`config.mk`:
```
export PLATFORM = sky130hd
export DESIGN_NAME = mem_port_router
export DESIGN_NICKNAME = d
export VERILOG_FILES = /design/src/rtl/mem_port_router.sv
export SDC_FILE = /design/constraint.sdc
export NUM_CORES = 1
export LEC_CHECK = 0
export ABC_AREA = 1
export BUFFER_PORTS_ARGS = -buffer_cell sky130_fd_sc_hd__clkbuf_2
export CAP_MARGIN = 20
export CORE_AREA = 2 2 240 242
export CTS_CLUSTER_DIAMETER = 80
export DETAILED_ROUTE_END_ITERATION = 7
export DIE_AREA = 0 0 242 244
export HOLD_SLACK_MARGIN = 0.12
export PLACE_DENSITY = 0.4
export SYNTH_ARGS = -nofsm -noshare
export SYNTH_HDL_FRONTEND = slang
export SYNTH_SLANG_ARGS = --single-unit
```
`constraint.sdc`:
```
create_clock -name clk -period 2.4 [get_ports clk]
set_input_delay 0.12 -clock clk [delete_from_list [all_inputs] [get_ports clk]]
set_output_delay 0.12 -clock clk [all_outputs]
set_load 0.005 [all_outputs]
```
`src/rtl/mem_port_router.sv`:
```
// Shared external memory port router: the owner channel (from sel) drives the port,
// and a tag FIFO steers each read response back to the channel that issued it.
module mem_port_router #(
    parameter int N_CH    = 4,
    parameter int AW      = 26,
    parameter int DW      = 32,
    parameter int MAX_OUT = 8,
    parameter int SW      = $clog2(N_CH),
    parameter int CW      = $clog2(MAX_OUT + 1)
) (
    input  logic              clk,
    input  logic              rst,
    input  logic [SW-1:0]     sel,
    input  logic [N_CH-1:0]   c_wvalid,
    output logic [N_CH-1:0]   c_wready,
    input  logic [N_CH*AW-1:0] c_waddr,
    input  logic [N_CH*DW-1:0] c_wdata,
    input  logic [N_CH-1:0]   c_rvalid,
    output logic [N_CH-1:0]   c_rready,
    input  logic [N_CH*AW-1:0] c_raddr,
    output logic [N_CH-1:0]   c_rdvalid,
    output logic [N_CH*DW-1:0] c_rdata,
    output logic              wvalid,
    input  logic              wready,
    output logic [AW-1:0]     waddr,
    output logic [DW-1:0]     wdata,
    output logic              rvalid,
    input  logic              rready,
    output logic [AW-1:0]     raddr,
    input  logic              rdvalid,
    input  logic [DW-1:0]     rdata,
    output logic [SW-1:0]     owner,
    output logic [CW-1:0]     outstanding,
    output logic              switching,
    output logic              err_orphan
);
    localparam int PW = $clog2(MAX_OUT);

    logic [SW-1:0] owner_q, owner_d;
    logic [CW-1:0] outstanding_q, outstanding_d;
    logic [PW-1:0] wptr_q, wptr_d, rptr_q, rptr_d;
    logic          err_orphan_q, err_orphan_d;
    logic [SW-1:0] tag_q [MAX_OUT];

    logic          live, full, push, pop, orphan;
    logic [SW-1:0] head_tag;

    // Handshakes are forced low while reset is held, even though inputs may be active.
    assign live      = ~rst;
    assign switching = (sel != owner_q);
    assign full      = (outstanding_q == CW'(MAX_OUT));
    assign head_tag  = tag_q[rptr_q];
    assign push      = rvalid & rready;
    assign pop       = rdvalid & live & (outstanding_q != '0);
    assign orphan    = rdvalid & live & (outstanding_q == '0);

    assign owner       = owner_q;
    assign outstanding = outstanding_q;
    assign err_orphan  = err_orphan_q;

    always_comb begin
        wvalid   = c_wvalid[owner_q] & ~switching & live;
        waddr    = c_waddr[owner_q*AW +: AW];
        wdata    = c_wdata[owner_q*DW +: DW];
        rvalid   = c_rvalid[owner_q] & ~switching & ~full & live;
        raddr    = c_raddr[owner_q*AW +: AW];
        c_wready = '0;
        c_rready = '0;
        c_wready[owner_q] = wready & ~switching & live;
        c_rready[owner_q] = rready & ~switching & ~full & live;
    end

    always_comb begin
        c_rdvalid = '0;
        c_rdata   = '0;
        if (pop) begin
            c_rdvalid[head_tag]         = 1'b1;
            c_rdata[head_tag*DW +: DW]  = rdata;
        end
    end

    always_comb begin
        owner_d      = sel;
        wptr_d       = push ? wptr_q + PW'(1) : wptr_q;
        rptr_d       = pop  ? rptr_q + PW'(1) : rptr_q;
        err_orphan_d = err_orphan_q | orphan;
        case ({push, pop})
            2'b10:   outstanding_d = outstanding_q + CW'(1);
            2'b01:   outstanding_d = outstanding_q - CW'(1);
            default: outstanding_d = outstanding_q;
        endcase
    end

    always_ff @(posedge clk or posedge rst) begin
        if (rst) begin
            owner_q       <= '0;
            outstanding_q <= '0;
            wptr_q        <= '0;
            rptr_q        <= '0;
            err_orphan_q  <= 1'b0;
        end else begin
            owner_q       <= owner_d;
            outstanding_q <= outstanding_d;
            wptr_q        <= wptr_d;
            rptr_q        <= rptr_d;
            err_orphan_q  <= err_orphan_d;
        end
    end

    // Tag storage is plain data; validity is tracked solely by the pointers.
    always_ff @(posedge clk) begin
        if (push) tag_q[wptr_q] <= owner_q;
    end

endmodule

```
==> metrics.txt <==
switching power 0.00448 W; crit-path max cell delay 0.43 ns; slew margin rel. 59.0%; reg2reg end outstanding[2]; Netlist cell types 30; flip-flop and latch count after synthesis 29; FF+latch area 815 sq um; CP Launch Type flop; vias in the first global route 8908; Clock Path Buffers 2; first drt pass iteration count 5; sw frac 51.7%; cell mode on critical path buf_6; DRT iter0 DRCs 475; cells on worst reg2reg path 10; antenna viol nets, final 0; post-synthesis sequential area ratio 17.3%; CTS buffer count 5; Port Buffer Count 616; post-layout min period 2.60 ns; hold endpoint wptr_q[2]; worst vdd ir 0.976 mV; HP Start rready; routed vias 9021; placed cell area 8990 sq um; Initial Utilization 8.31%; post-DP HPWL 37.6 mm; first-pass GRT wire length 64.4 mm; CP Class reg -> out; total power 0.00867 W; multi-input logic area 4170 sq um; die footprint 59000 sq um; Slew @ Worst Pin 0.616 ns; grt met2 use 28.3%; CTS tree built; unrepaired setup endpoints after global routing yes; clk_skew 0.00951 ns; design area 10700 sq um; routability cong. 1.00; nets 1881; DR DRC count 0; total gr overflow 0; failing checks setup timing; Overall Global Routing Usage 14.8%; CP max stage cell dfrtp_2; Final Non-Filler Cells 2246; Reg power frac 8.3%; FILL cells 6511; Tcrit/Tclk final 108%; I/O pin cnt 617; cells after synthesis 827; num rows 87; reg2reg setup slack 0.17 ns; H-tree levels 2; Routed Wire Length 46.7 mm; WP data required 2.28 ns; yosys warns 0; Int Pwr 0.00419 W; clk_lat worst skew 0.28 ns; Net Count, Synth 1220; TNS Setup -11.78 ns; Final Hold Fails 0; Hold WS 0.181 ns; layout cell share with drive strength beyond 1 59.8%; worst path arrival time 2.48 ns; max_cap viols 0; Peak Freq 385 MHz; met1 track demand over resource 16.0%; WL per Instance 20.8 microns; Pwr Density 812 nW/um^2; Core Box Area 56200 sq um; number of placed cells counting well taps 2193; Post-Syn Area per Cell 5.65 sq um; Area Overhead vs Synth 129%; Clock power frac 8.3%; Final Max Tran Viols 0; Comb power frac 83.3%; CTS sink cnt 29; largest net degree at the start of global routing 86; Cell Area, Synth 4670 sq um; clock-pin transition on the worst setup and hold timing paths 0.05 ns; Final setup violation count 124; CP Capture Type output port; Final Worst Setup Slack -0.196 ns; hold path depth 3; root buf cell clkbuf_16; routed vias/inst 4.02; die extent in y 244 microns; Die X 242 microns; r2r startpoint owner[0]; critical path peak fanout 8; status finished with violations; grt met3 use 3.56%; GRT busiest layer met2; antenna violations before repair 8; crit-path cells buf_6 -> nor2_2 -> nor2_1 -> o21ai_2 -> nand3_2 -> nand2_2 -> buf_6 -> ha_4 -> nor3_4 -> nand3_4 -> buf_6 -> buf_12 -> nor2_4 -> clkbuf_2; Hold Path Class in -> reg; LEAKAGE 5.29 nW
[how the worst max path moves through the flow]
stage                         start             end  slack (ns)  depth (start not counted)
after global routing      rptr_q[1]    c_rdata[108]       -0.28                         14
after CTS                 rptr_q[0]    c_rdata[108]       -0.13                         14
after floorplan            owner[1]  outstanding[2]        0.04                         12
after global placement    rptr_q[0]     c_rdata[65]        0.07                         12
final                     rptr_q[0]    c_rdata[113]       -0.20                         14
after detailed placement  rptr_q[0]     c_rdata[65]        0.04                         12
[timing repair]
item / 4_1_cts / 5_1_grt
hold endpoints to repair: 15 / 0
pin swaps: 18 / 19
cloned: 13 / 1
buffers inserted: 30 / 5
hold buffers: 3 / 0
endpoints found under the setup margin: 130 / 132
resized for setup: 164 / 112
[per-layer routing]
| metal | vias up | share of wire (%) | wire length, microns |
|---|---|---|---|
| li1 | 4161 | - | - |
| met3 | 75 | 7.5 | 3510 |
| met5 | - | 0.15 | 68 |
| met4 | 10 | 3.5 | 1640 |
| met2 | 562 | 52 | 24400 |
| met1 | 4213 | 37 | 17100 |
[area by class of cell]
| cell class | instances | share of cell area [%] |
|---|---|---|
| timing repair buffer | 728 | 41.7 |
| multi-input combinational | 695 | 39.1 |
| tap | 756 | 8.86 |
| sequential | 29 | 7.63 |
| clock buffer | 7 | 1.34 |
| inverter | 29 | 1.08 |
| clock inverter | 1 | 0.281 |
| antenna | 1 | 0.0234 |
[cells in the mapped netlist (all sizes together)]
cell type / n / area share [%]
o21ai: 12 / 1.3
dfrtp: 13 / 7.0
o21bai: 1 / 0.16
nor3: 1 / 0.11
and2: 1 / 0.13
buf: 34 / 4.5
nor2: 167 / 14
xor2: 5 / 0.94
a31oi: 1 / 0.13
a21oi: 1 / 0.11
xnor2: 2 / 0.54
ha: 10 / 2.7
inv: 29 / 2.3
edfxtp: 16 / 10
o211ai: 1 / 0.16
clkbuf: 40 / 3.2
nand3: 212 / 23
o22ai: 2 / 0.27
nand2: 187 / 15
a22oi: 85 / 14
nand4: 7 / 0.94
[sequential cells by signal (all words and copies together) (netlist names)]
name	cells
owner	2
wptr_q	3
err_orphan	1
tag_q	16
outstanding	4
rptr_q	3
[worst max-delay path, delay by kind of cell (launching register included)]
kind	cells	cell delay, ns
AO/OA/AOI/OAI	1	0.08
adder cells (fa/ha/maj)	1	0.26
buffers and inverters	5	0.68
flip-flops	1	0.43
AND/OR/NAND/NOR	7	0.73
[power by group through the flow]
| stage | registers (W) | logic [W] | clock network (W) |
|---|---|---|---|
| 6_report | 0.000723 | 0.00722 | 0.000721 |
| 5_1_grt | 0.000739 | 0.00768 | 0.000747 |
| 3_5_place_dp | 0.000723 | 0.00441 | 0 |
| 2_1_floorplan | 0.000696 | 0.00219 | 0 |
| 4_1_cts | 0.000718 | 0.00649 | 0.000729 |
| 3_3_place_gp | 0.000713 | 0.00443 | 0 |
[cells by family after synthesis]
group	after synthesis	share of synthesized area, %
AOI/OAI and AO/OA	103	15.8
xor gates and xnor gates	7	1.47
adders and majority gates	10	2.68
DFF	29	17.3
and+or+nand+nor	575	52.8
buffers and inverters	103	10.0
[layout by cell type (no fill, tap or decap), drive strengths merged]
cell type and instances:
o21bai 1, buf 136, a22oi 85, inv 28, a31oi 1, and2 1
diode 1, edfxtp 16, nor3 1, bufbuf 1, xor2 5, clkinv 1
nand4 7, clkbuf 595, nand3 212, dfrtp 13, ha 10, o21ai 12
nand2 187, dlygate4sd3 3, o211ai 1, xnor2 2, o22ai 2, a21oi 1
nor2 167, bufinv 1
[stage by stage]
step | util, % | worst slack [ns]
2_1_floorplan | - | 0.0448
3_3_place_gp | 16.0 | 0.0696
3_5_place_dp | 16.0 | 0.0447
4_1_cts | 18.4 | -0.128
5_1_grt | 19.0 | -0.281
6_report | 19.0 | -0.196
(Power assumes the default switching activity.)
